`src/rtl/rr_arb4_if.sv`:
```
// Request/grant bundle between four clients and the round-robin arbiter.
// master = client side, slave = arbiter side.
interface rr_arb4_if;
    logic [3:0] req;
    logic [3:0] gnt;
    logic [1:0] gnt_id;
    logic       busy;
    logic       any_req;
    logic       preempt;

    modport master (output req, input gnt, gnt_id, busy, any_req, preempt);
    modport slave  (input req, output gnt, gnt_id, busy, any_req, preempt);
endinterface

```
`src/rtl/rr_arb4_ctrl.sv`:
```
// Four-client round-robin arbiter with grant locking and a bounded hold time.
// All outputs are registered; MAX_HOLD=0 disables timeout preemption.
module rr_arb4_ctrl #(
    parameter int MAX_HOLD = 16,
    parameter int CNT_W    = 5
) (
    input  logic        clk,
    input  logic        rst,
    rr_arb4_if.slave    arb
);

    typedef enum logic [0:0] {IDLE, OWNED} state_t;

    // Saturation point of the hold counter
    localparam logic [CNT_W-1:0] HOLD_MAX =
        (MAX_HOLD == 0) ? {CNT_W{1'b1}} : CNT_W'(MAX_HOLD);

    state_t           state;
    logic [1:0]       ptr;
    logic [CNT_W-1:0] hold_cnt;

    logic [1:0] start;
    logic [1:0] win;
    logic [1:0] idx;
    logic       found;
    logic       others;

    // While owned, the search always starts just past the owner
    always_comb begin
        start = (state == OWNED) ? arb.gnt_id + 2'd1 : ptr;
        found = 1'b0;
        win   = start;
        idx   = start;
        for (int k = 3; k >= 0; k--) begin
            idx = start + 2'(k);
            if (arb.req[idx]) begin
                win   = idx;
                found = 1'b1;
            end
        end
        others = |(arb.req & ~(4'b0001 << arb.gnt_id));
    end

    always_ff @(posedge clk) begin
        if (rst) begin
            state       <= IDLE;
            ptr         <= 2'd0;
            hold_cnt    <= '0;
            arb.gnt     <= 4'b0000;
            arb.gnt_id  <= 2'd0;
            arb.busy    <= 1'b0;
            arb.any_req <= 1'b0;
            arb.preempt <= 1'b0;
        end else begin
            arb.any_req <= |arb.req;
            arb.preempt <= 1'b0;
            case (state)
                IDLE: begin
                    if (found) begin
                        state      <= OWNED;
                        arb.gnt    <= 4'b0001 << win;
                        arb.gnt_id <= win;
                        arb.busy   <= 1'b1;
                        hold_cnt   <= CNT_W'(1);
                    end
                end
                OWNED: begin
                    if (!arb.req[arb.gnt_id]) begin
                        ptr <= arb.gnt_id + 2'd1;
                        if (others) begin
                            arb.gnt    <= 4'b0001 << win;
                            arb.gnt_id <= win;
                            hold_cnt   <= CNT_W'(1);
                        end else begin
                            state    <= IDLE;
                            arb.gnt  <= 4'b0000;
                            arb.busy <= 1'b0;
                            hold_cnt <= '0;
                        end
                    end else if (MAX_HOLD != 0 && hold_cnt == HOLD_MAX && others) begin
                        ptr         <= arb.gnt_id + 2'd1;
                        arb.gnt     <= 4'b0001 << win;
                        arb.gnt_id  <= win;
                        hold_cnt    <= CNT_W'(1);
                        arb.preempt <= 1'b1;
                    end else if (hold_cnt != HOLD_MAX) begin
                        hold_cnt <= hold_cnt + CNT_W'(1);
                    end
                end
                default: state <= IDLE;
            endcase
        end
    end

endmodule
```
`src/flat_wrapper.sv`:
```
// flat-port wrapper written by rule: the top's interface ports become plain ports
module rr_arb4_ctrl_flat 
#(
    parameter int MAX_HOLD = 16,
    parameter int CNT_W    = 5
)
  (clk, rst, arb_req, arb_gnt, arb_gnt_id, arb_busy, arb_any_req, arb_preempt);
  rr_arb4_if arb_i ();
  input  logic clk;
  input  logic rst;
  input wire logic [$bits(arb_i.req)-1:0] arb_req;
  output wire logic [$bits(arb_i.gnt)-1:0] arb_gnt;
  output wire logic [$bits(arb_i.gnt_id)-1:0] arb_gnt_id;
  output wire logic [$bits(arb_i.busy)-1:0] arb_busy;
  output wire logic [$bits(arb_i.any_req)-1:0] arb_any_req;
  output wire logic [$bits(arb_i.preempt)-1:0] arb_preempt;
  assign arb_i.req = arb_req;
  assign arb_gnt = arb_i.gnt;
  assign arb_gnt_id = arb_i.gnt_id;
  assign arb_busy = arb_i.busy;
  assign arb_any_req = arb_i.any_req;
  assign arb_preempt = arb_i.preempt;
  rr_arb4_ctrl #(.MAX_HOLD(MAX_HOLD), .CNT_W(CNT_W)) u_core (.clk(clk), .rst(rst), .arb(arb_i));
endmodule
```
`config.mk`:
```
export PLATFORM = sky130hd
export DESIGN_NAME = rr_arb4_ctrl_flat
export DESIGN_NICKNAME = d
export VERILOG_FILES = /design/src/rtl/rr_arb4_if.sv /design/src/rtl/rr_arb4_ctrl.sv /design/src/flat_wrapper.sv
export SDC_FILE = /design/constraint.sdc
export NUM_CORES = 1
export LEC_CHECK = 0
export ABC_AREA = 1
export CAP_MARGIN = 20
export CORE_ASPECT_RATIO = 0.8
export CORE_UTILIZATION = 47
export DETAILED_ROUTE_END_ITERATION = 10
export DONT_BUFFER_PORTS = 1
export HOLD_SLACK_MARGIN = 0.1
export PLACE_DENSITY_LB_ADDON = 0.3
export REMOVE_ABC_BUFFERS = 1
export SYNTH_ARGS = -nofsm -noshare
export SYNTH_HDL_FRONTEND = slang
export SYNTH_SLANG_ARGS = --single-unit
```
`constraint.sdc`:
```
create_clock -name clk -period 2.35 [get_ports clk]
set_input_delay 0.47 -clock clk [delete_from_list [all_inputs] [get_ports clk]]
set_output_delay 0.47 -clock clk [all_outputs]
set_load 0.005 [all_outputs]
```
==> impl_metrics.tcl, run 1 <==
set metrics [dict create \
    p_r_area_growth_vs_syn_pct 5.32 \
    pwr-share-seq_pct 32.2 \
    post_cts.repair.setup_buffers 0 \
    grt_start_max_net_pins 11 \
    setup.reg_to_reg.worst_slack_ns 0.27 \
    cts_max_path_buffers 2 \
    p_leak_uw 0.000638 \
    num-nets-final 205 \
    worst_pin_slew_ns 0.285 \
    synth-seq-cells 17 \
    worstSkewPairLatency_ns 0.28 \
    cpLargestDelayFamily "simple AND/OR/NAND/NOR gates" \
    synthFlopType "dfxtp_1" \
    worstPathBufferInverterCount 2 \
    grt_overflow 0 \
    detail_route.vias_per_cell 5.32 \
    post_route_cells_drive_above_1_share_pct 13.0 \
    cp-start-kind "register" \
    synth_area_per_cell_um2 6.47 \
    row_count 16 \
    ant_nets 0 \
    place.gp.congestion 0.935 \
    async_flop_share_pct 0 \
    numPortBuffers 0 \
    core_um2 2460 \
    cp_max_fanout 6 \
    max_slew_margin_pct 80.8 \
    postLayoutCoreUtil_pct 52.3 \
    synth.lib_cells_used.distinct 28 \
    max-vdd-ir-drop_mv 0.548 \
    grt_util_all_layers_pct 21.4 \
    syn-cell-area_um2 1220 \
    slowest_stage_delay_on_critical_path_ns 0.46 \
    die_h_um 47.6 \
    die_w_um 59.0 \
    htreeDepth 1 \
    timing.final.hold_violations 0 \
    cell_mode_on_critical_path "nand2_1" \
    postCtsResizedCells 0 \
    setup_violations 0 \
    worst_hold_path_type "in -> reg" \
    critical_path.endpoint_type "register" \
    worst-endpoint-required_ns 2.54 \
    vias 1212 \
    finClkSkew_ns 0.00261 \
    final_min_period_over_clock_period_pct 88.7 \
    cts.root.buffer_cell "clkbuf_4" \
    fillCellCount 252 \
    layout_min_cycle_time_ns 2.08 \
    power.share.clock_pct 11.2 \
    n_antenna_cell 0 \
    number_of_flops_mapped_to_enable_cells_by_yosys 0 \
    dr.first_iter.drc_count 60 \
    maxSlewViolCount 0 \
    internal-power_uw 675 \
    status "finished clean" \
    clkTransAtPathRegs_ns 0.09 \
    cap_viol_max_count 0 \
    route.detailed.drc 0 \
    grt_first_pass_wirelength_um 4510 \
    route.detailed.wl_per_inst_um 12.1 \
    grt_pass1_vias 1057 \
    synth_seq_area_share_pct 27.8 \
    floorplan.die_area_um2 2810 \
    achievable-frequency_ghz 0.480 \
    rsz0062_at_grt "no" \
    hpwl_um 2160 \
    number_of_placed_i_o_pins 15 \
    clock-sinks 17 \
    cts-buffers-inserted 3 \
    start_util_pct 49.6 \
    arrival_time_of_the_worst_setup_path_ns 2.27 \
    cpMaxStageDelayCell "dfxtp_1" \
    drt-total-wl_um 2760 \
    ratio_of_total_power_to_cell_area_nw_per_um2 1040 \
    p_switching_uw 658 \
    tritoncts "built" \
    setup_total_negative_slack_ns 0 \
    synthCells 189 \
    synth-warning-count 0 \
    worst-setup-path-type "reg -> reg" \
    worstPathCellList "inv_1 > ha_1 > nand2_1 > nand2_2 > nand2_1 > nand2_1 > nand2_1 > nand2_1 > nand2_1 > nand2_2 > nand3_1 > nand2_1 > nand2_1 > o21ai_1 > inv_1" \
    number_of_antenna_violations_at_the_first_check_in_global_routing 0 \
    swShare_pct 49.4 \
    power_frac_comb_pct 56.6 \
    cts_hold_repair.buffers 0 \
    detail_route.first_pass.iterations 4 \
]
-- registers in the layout, indices dropped and copies added (netlist names) --
signal,count
u_core.state,1
u_core.arb.preempt,1
u_core.arb.gnt,4
u_core.ptr,2
u_core.arb.any_req,1
u_core.hold_cnt,5
u_core.arb.busy,1
u_core.arb.gnt_id,2
-- layout by cell type, fill, tap and decap left out, types with 3 or more instances in the layout --
master | synthesis | layout
inv_2 | 3 | 3
a21oi_1 | 7 | 7
nand4_1 | 3 | 3
nand2_2 | 9 | 9
nand3_1 | 20 | 20
nor2_1 | 14 | 14
dfxtp_1 | 17 | 16
clkbuf_4 | 0 | 3
inv_1 | 23 | 23
o21ai_0 | 5 | 5
nand2_1 | 58 | 58
ha_1 | 6 | 6
-- worst reg2reg max path, stage by stage (launching register included) --
cell and delay (ns):
dfxtp_1 0.46, inv_1 0.13, ha_1 0.35, nand2_1 0.07, nand2_2 0.15, nand2_1 0.08, nand2_1 0.08, nand2_1 0.05
nand2_1 0.08, nand2_1 0.06, nand2_2 0.09, nand3_1 0.07, nand2_1 0.08, nand2_1 0.08, o21ai_1 0.12, inv_1 0.04
-- power by group through the flow --
stage | sequential [uW] | combinational, uW | clock [uW]
global placement | 431 | 713 | 0
finish | 430 | 754 | 150
detailed placement | 432 | 739 | 0
floorplan | 423 | 601 | 0
CTS | 427 | 743 | 157
global route | 439 | 855 | 172
-- Yosys cell counts (2+ instances only) --
cell,n,area [um^2]
nand2_1,58,218
inv_1,23,86.3
nand3_1,20,100
dfxtp_1,17,340
nor2_1,14,52.6
nand2_2,9,56.3
a21oi_1,7,35.0
ha_1,6,75.1
o21ai_0,5,25.0
inv_2,3,11.3
nand4_1,3,18.8
nand2_8,2,40.0
nand3b_1,2,15.0
nor2_2,2,12.5
nor3_1,2,10.0
o21ai_1,2,10.0
o21bai_1,2,15.0
o22ai_1,2,12.5
-- through the flow --
step	hold slack [ns]	cell area [um^2]	setup WS, ns	total power (uW)	cells
floorplan	0.446	1210	0.431	1020	187
global placement	0.464	1260	0.287	1140	224
detailed placement	0.463	1260	0.215	1170	224
CTS	0.232	1290	0.191	1330	228
global route	0.220	1290	0.0269	1470	228
finish	0.241	1290	0.266	1330	228
-- final timing paths --
check,cells past startpoint,to,start
setup / recovery,15,u_core.arb.gnt_id[1]$_SDFFE_PP0P_,u_core.arb.gnt_id[1]$_SDFFE_PP0P_
hold / removal,1,u_core.hold_cnt[4]$_SDFFE_PP0P_,rst
setup reg to reg,15,u_core.arb.gnt_id[1]$_SDFFE_PP0P_,u_core.arb.gnt_id[1]$_SDFFE_PP0P_
hold reg to reg,2,u_core.arb.gnt[3]$_SDFFE_PP0P_,u_core.arb.gnt[3]$_SDFFE_PP0P_
-- cell families after synthesis --
logic type | Yosys count | synth area share (%)
buffers and inverters | 29 | 10.1
AOI/OAI and AO/OA | 20 | 9.62
and+or+nand+nor | 116 | 45.5
adders and majority gates | 6 | 6.14
DFF | 17 | 27.8
xor gates and xnor gates | 1 | 0.717
-- per-layer routing --
metal | global-route usage [%] | vias up | wire (um)
met2 | 35.5 | 49 | 1220
met3 | 7.57 | 11 | 194
met5 | 0 | - | 0
met4 | 3.81 | 0 | 37
met1 | 27.7 | 539 | 1300
li1 | - | 613 | -
-- final cells by class --
| class | instances | area, um^2 | area share, % |
|---|---|---|---|
| clock buffers | 4 | 26.3 | 2.04 |
| inverters | 27 | 109 | 8.45 |
| multi-input cells | 143 | 758 | 58.9 |
| flip-flops and latches | 17 | 342 | 26.5 |
| well taps | 36 | 45.0 | 3.50 |
| repair buffers | 1 | 7.51 | 0.583 |
(Power assumes the default switching activity.)
==> run 2: changes to the inputs <==
--- a/config.mk
+++ b/config.mk
@@ -8,7 +8,7 @@
 export ABC_AREA = 1
 export CAP_MARGIN = 20
 export CORE_ASPECT_RATIO = 0.8
-export CORE_UTILIZATION = 47
+export CORE_UTILIZATION = 35
 export DETAILED_ROUTE_END_ITERATION = 10
 export DONT_BUFFER_PORTS = 1
 export HOLD_SLACK_MARGIN = 0.1
==> run 2 against run 1 <==
Sequential power about the same. Sequential share of layout area down 0.48 points. Clock power up 47%. Die area up 33%. Cell count up 1.8%. Non-clock buffer count unchanged. Critical path depth up 1. Worst hold slack better by 0.038 ns. Utilization down 11 points. Clock-buffer cell count unchanged. Cell area up 1.8%. Maximum frequency up 1.8%.
==> impl_metrics.tcl, run 2 (synthesized netlist as in run 1, its figures left out) <==
set metrics [dict create \
    route.detailed.drc 0 \
    achievable-frequency_ghz 0.488 \
    max-vdd-ir-drop_mv 0.588 \
    number_of_placed_i_o_pins 15 \
    numPortBuffers 0 \
    cts.root.buffer_cell "clkbuf_8" \
    worst-endpoint-required_ns 2.50 \
    num-nets-final 205 \
    internal-power_uw 727 \
    place.gp.congestion 0.812 \
    drt-total-wl_um 2640 \
    ant_nets 0 \
    clock-sinks 17 \
    p_leak_uw 0.000645 \
    layout_commonest_cell "nand2_1" \
    worst_hold_path_type "in -> reg" \
    crit-reg2reg-capture "u_core.arb.gnt_id[1]$_SDFFE_PP0P_" \
    route.detailed.wl_per_inst_um 11.4 \
    timing.final.hold_violations 0 \
    layout.cells.non_filler 232 \
    number_of_antenna_violations_at_the_first_check_in_global_routing 0 \
    htreeDepth 1 \
    r2r.worst_path.cells 16 \
    p_r_area_growth_vs_syn_pct 7.27 \
    largest_reg_flops 5 \
    vias 1120 \
    startpoint "u_core.arb.gnt_id[1]$_SDFFE_PP0P_" \
    grt_first_pass_wirelength_um 4490 \
    hpwl_um 2060 \
    n_antenna_cell 0 \
    maxSlewViolCount 0 \
    row_count 18 \
    power.share.clock_pct 16.0 \
    setup_violations 0 \
    cp_max_fanout 6 \
    finClkSkew_ns 0.000792 \
    die_h_um 54.9 \
    detail_route.vias_per_cell 4.83 \
    clkTransAtPathRegs_ns 0.07 \
    layout.cell_area.non_filler_um2 1310 \
    rsz0062_at_grt "no" \
    detail_route.first_pass.iterations 4 \
    cts_max_path_buffers 2 \
    seqCellArea_um2 342 \
    swShare_pct 47.4 \
    floorplan.die_area_um2 3730 \
    ratio_of_total_power_to_cell_area_nw_per_um2 1050 \
    final_min_period_over_clock_period_pct 87.1 \
    worst-setup-path-type "reg -> reg" \
    cp-start-kind "register" \
    grt_pass1_vias 987 \
    endpoint "u_core.arb.gnt_id[1]$_SDFFE_PP0P_" \
    worst_pin_slew_ns 0.321 \
    multi_input_area_um2 758 \
    crit-reg2reg-launch "u_core.arb.gnt_id[1]$_SDFFE_PP0P_" \
    pwr-share-seq_pct 31.2 \
    core_um2 3200 \
    status "finished clean" \
    reg.largest.list "u_core.hold_cnt (5), u_core.arb.gnt (4)" \
    start_util_pct 38.2 \
    cap_viol_max_count 0 \
    worstSkewPairLatency_ns 0.25 \
    setup_total_negative_slack_ns 0 \
    placed_cells 228 \
    dr.first_iter.drc_count 77 \
    post_cts.repair.setup_buffers 0 \
    grt_overflow 0 \
    setup.reg_to_reg.worst_slack_ns 0.30 \
    top_register "u_core.hold_cnt" \
    most-common-layout-cells "58 x nand2_1, 23 x inv_1, 20 x nand3_1" \
    power_uw 1380 \
    p_switching_uw 655 \
    post_route_cells_drive_above_1_share_pct 13.0 \
    min_path_cells 1 \
    layout_min_cycle_time_ns 2.05 \
    tritoncts "built" \
    arrival_time_of_the_worst_setup_path_ns 2.20 \
    power_frac_comb_pct 52.8 \
    critical_path.endpoint_type "register" \
    max_slew_margin_pct 78.4 \
    hold_slack_ns 0.278 \
    fillCellCount 348 \
    grt_util_all_layers_pct 16.6 \
    cts-buffers-inserted 3 \
    die_w_um 68.1 \
    post_dp_cell_area_um2 1260 \
    grt_start_max_net_pins 11 \
]
run 2: what timing repair did:
item	CTS	global route
gates resized for setup	0	1
hold endpoints to repair	0	0
hold buffers	0	0
endpoints found under the setup margin	0	2
run 2: critical path: stages, from the launching register on:
cell,delay [ns]
dfxtp_1,0.45
inv_1,0.14
ha_1,0.32
inv_1,0.06
nand2_1,0.05
nand2_2,0.12
nand2_1,0.06
nand2_1,0.07
nand2_1,0.05
nand2_1,0.08
nand2_1,0.06
nand2_2,0.10
nand3_1,0.08
nand2_1,0.08
nand2_1,0.07
o21ai_1,0.11
inv_1,0.05
run 2: stage by stage:
| step | setup slack [ns] | util, % |
|---|---|---|
| after floorplan | 0.431 | - |
| after global placement | 0.273 | 39.6 |
| after detailed placement | 0.244 | 39.6 |
| after CTS | 0.230 | 41.0 |
| after global routing | 0.0657 | 41.0 |
| final | 0.302 | 41.0 |
run 2: routing by layer:
layer / share of wire, % / global-route usage, % / wire (um) / up-vias
met3: 4.8 / 4.58 / 127 / 5
met1: 55 / 23.5 / 1450 / 483
met5: 0 / 0 / 0 / -
met4: 0.91 / 4.17 / 24 / 0
li1: - / - / - / 611
met2: 39 / 24.3 / 1040 / 21
run 2: power by group through the flow:
stage | registers [uW] | logic, uW | clock network (uW)
6_report | 432 | 730 | 221
5_1_grt | 441 | 844 | 240
4_1_cts | 430 | 733 | 226
3_5_place_dp | 436 | 726 | 0
3_3_place_gp | 436 | 730 | 0
2_1_floorplan | 423 | 601 | 0
run 2: how the worst min path moves through the flow:
stage	from	end	slack (ns)
after global routing	rst	u_core.hold_cnt[1]$_SDFFE_PP0P_	0.27
after global placement	u_core.arb.gnt[1]$_SDFFE_PP0P_	u_core.arb.gnt[1]$_SDFFE_PP0P_	0.47
after detailed placement	u_core.arb.gnt[1]$_SDFFE_PP0P_	u_core.arb.gnt[1]$_SDFFE_PP0P_	0.46
after CTS	rst	u_core.hold_cnt[4]$_SDFFE_PP0P_	0.27
final	rst	u_core.hold_cnt[1]$_SDFFE_PP0P_	0.28
after floorplan	u_core.arb.gnt[1]$_SDFFE_PP0P_	u_core.arb.gnt[1]$_SDFFE_PP0P_	0.45
run 2: layout make-up:
| cell class | count | area share [%] |
|---|---|---|
| Clock buffer | 4 | 3.44 |
| Inverter | 27 | 8.30 |
| Multi-Input combinational cell | 143 | 57.8 |
| Sequential cell | 17 | 26.0 |
| Tap cell | 40 | 3.82 |
| Timing Repair Buffer | 1 | 0.573 |
==> run 3: changes to the inputs <==
--- a/config.mk
+++ b/config.mk
@@ -14,6 +14,7 @@
 export HOLD_SLACK_MARGIN = 0.1
 export PLACE_DENSITY_LB_ADDON = 0.3
 export REMOVE_ABC_BUFFERS = 1
+export SETUP_SLACK_MARGIN = 0.1
 export SYNTH_ARGS = -nofsm -noshare
 export SYNTH_HDL_FRONTEND = slang
 export SYNTH_SLANG_ARGS = --single-unit
==> run 3 against run 2 <==
First-iteration DRC count decreased by 6.5%. Cell area increased by 0.29%. Largest cell class unchanged. Global-route usage unchanged. Sequential power increased by 0.9%. Routed wire length increased by 0.42%. Combinational power about the same. Cell count unchanged. Maximum frequency increased by 4.9%. Sequential share of layout area increased by 0.21 points. Worst setup slack improved by 0.096 ns.
==> impl_metrics.tcl, run 3 (synthesized netlist as in run 1, its figures left out) <==
set metrics [dict create \
    die_w_um 68.1 \
    numPortBuffers 0 \
    post_route_cells_drive_above_1_share_pct 13.5 \
    route.detailed.drc 0 \
    most-common-layout-cells "58 x nand2_1, 23 x inv_1, 20 x nand3_1" \
    cts.root.buffer_cell "clkbuf_8" \
    route.detailed.wl_per_inst_um 11.4 \
    layout_min_cycle_time_ns 1.95 \
    worst_pin_slew_ns 0.321 \
    fillCellCount 348 \
    setup.reg_to_reg.worst_slack_ns 0.40 \
    layout_commonest_cell "nand2_1" \
    grt_first_pass_wirelength_um 4490 \
    p_switching_uw 657 \
    placed_cells 228 \
    dr.first_iter.drc_count 72 \
    grt_start_max_net_pins 11 \
    internal-power_uw 733 \
    htreeDepth 1 \
    setup_total_negative_slack_ns 0 \
    final_min_period_over_clock_period_pct 83.0 \
    max-vdd-ir-drop_mv 0.591 \
    reg.largest.list "u_core.hold_cnt (5), u_core.arb.gnt (4)" \
    p_leak_uw 0.000646 \
    cts_max_path_buffers 2 \
    num-nets-final 205 \
    vias 1116 \
    max_slew_margin_pct 78.3 \
    timing.final.hold_violations 0 \
    power.share.clock_pct 16.1 \
    detail_route.vias_per_cell 4.81 \
    seqCellArea_um2 345 \
    maxSlewViolCount 0 \
    worst-endpoint-required_ns 2.50 \
    grt_pass1_vias 987 \
    swShare_pct 47.3 \
    clock-sinks 17 \
    place.gp.congestion 0.812 \
    worst-setup-path-type "reg -> reg" \
    clkTransAtPathRegs_ns 0.07 \
    cp_max_fanout 6 \
    power_uw 1390 \
    arrival_time_of_the_worst_setup_path_ns 2.10 \
    n_antenna_cell 0 \
    die_h_um 54.9 \
    detail_route.first_pass.iterations 5 \
    pwr-share-seq_pct 31.4 \
    worstSkewPairLatency_ns 0.26 \
    p_r_area_growth_vs_syn_pct 7.57 \
    number_of_placed_i_o_pins 15 \
    tritoncts "built" \
    status "finished clean" \
    hpwl_um 2060 \
    grt_overflow 0 \
    achievable-frequency_ghz 0.512 \
    ant_nets 0 \
    cts-buffers-inserted 3 \
    start_util_pct 38.2 \
    worst_hold_path_type "in -> reg" \
    floorplan.die_area_um2 3730 \
    number_of_antenna_violations_at_the_first_check_in_global_routing 0 \
    ratio_of_total_power_to_cell_area_nw_per_um2 1060 \
    grt_util_all_layers_pct 16.6 \
    cp-start-kind "register" \
    critical_path.endpoint_type "register" \
    cap_viol_max_count 0 \
    core_um2 3200 \
    layout.cells.non_filler 232 \
    largest_reg_flops 5 \
    top_register "u_core.hold_cnt" \
    cts_hold_repair.buffers 0 \
    power_frac_comb_pct 52.5 \
    drt-total-wl_um 2650 \
    row_count 18 \
    multi_input_area_um2 758 \
    setup_violations 0 \
    rsz0062_at_grt "no" \
    finClkSkew_ns 0.00101 \
]
[run 3: area by class of cell]
type / instances / share of cell area, %
Clock buffer: 4 / 3.43
Inverter: 27 / 8.28
Multi-Input combinational cell: 143 / 57.7
Sequential cell: 17 / 26.3
Tap cell: 40 / 3.81
Timing Repair Buffer: 1 / 0.571
[run 3: metal layers]
| metal | global-route usage, % | wire length (um) | vias to the layer above |
|---|---|---|---|
| met2 | 24.3 | 1040 | 23 |
| li1 | - | - | 610 |
| met4 | 4.17 | 25 | 0 |
| met3 | 4.58 | 129 | 4 |
| met5 | 0 | 0 | - |
| met1 | 23.5 | 1460 | 479 |
[run 3: timing repair]
| item | 4_1_cts | 5_1_grt |
|---|---|---|
| buffers inserted | 0 | 0 |
| resized for setup | 0 | 3 |
| endpoints found under the hold margin | 0 | 0 |
| setup endpoints to repair | 0 | 6 |
[run 3: worst paths after layout]
kind	startpoint	to	cells past startpoint
setup / recovery	u_core.arb.gnt_id[1]$_SDFFE_PP0P_	u_core.arb.gnt_id[1]$_SDFFE_PP0P_	16
hold / removal	rst	u_core.hold_cnt[1]$_SDFFE_PP0P_	1
setup reg to reg	u_core.arb.gnt_id[1]$_SDFFE_PP0P_	u_core.arb.gnt_id[1]$_SDFFE_PP0P_	16
hold reg to reg	u_core.arb.gnt[1]$_SDFFE_PP0P_	u_core.arb.gnt[1]$_SDFFE_PP0P_	2
[run 3: worst max-delay path, stage by stage, from the launching register on]
cell     delay, ns
dfxtp_2       0.39
inv_1         0.11
ha_1          0.32
inv_1         0.06
nand2_1       0.05
nand2_2       0.12
nand2_1       0.06
nand2_1       0.07
nand2_1       0.05
nand2_1       0.08
nand2_1       0.06
nand2_2       0.10
nand3_1       0.08
nand2_1       0.08
nand2_1       0.07
o21ai_1       0.11
inv_1         0.05
[run 3: power by group through the flow]
stage | registers [uW] | clock network [uW] | logic (uW)
6_report | 436 | 223 | 730
3_5_place_dp | 436 | 0 | 726
4_1_cts | 430 | 226 | 733
5_1_grt | 446 | 240 | 845
3_3_place_gp | 436 | 0 | 730
2_1_floorplan | 423 | 0 | 601
[run 3: per-stage QoR]
| step | instance area [um^2] | hold WS, ns | worst slack, ns | util [%] |
|---|---|---|---|---|
| finish | 1320 | 0.275 | 0.398 | 41.1 |
| detailed placement | 1260 | 0.464 | 0.244 | 39.6 |
| floorplan | 1210 | 0.446 | 0.431 | - |
| CTS | 1310 | 0.274 | 0.230 | 41.0 |
| global placement | 1260 | 0.469 | 0.273 | 39.6 |
| global route | 1320 | 0.268 | 0.153 | 41.1 |
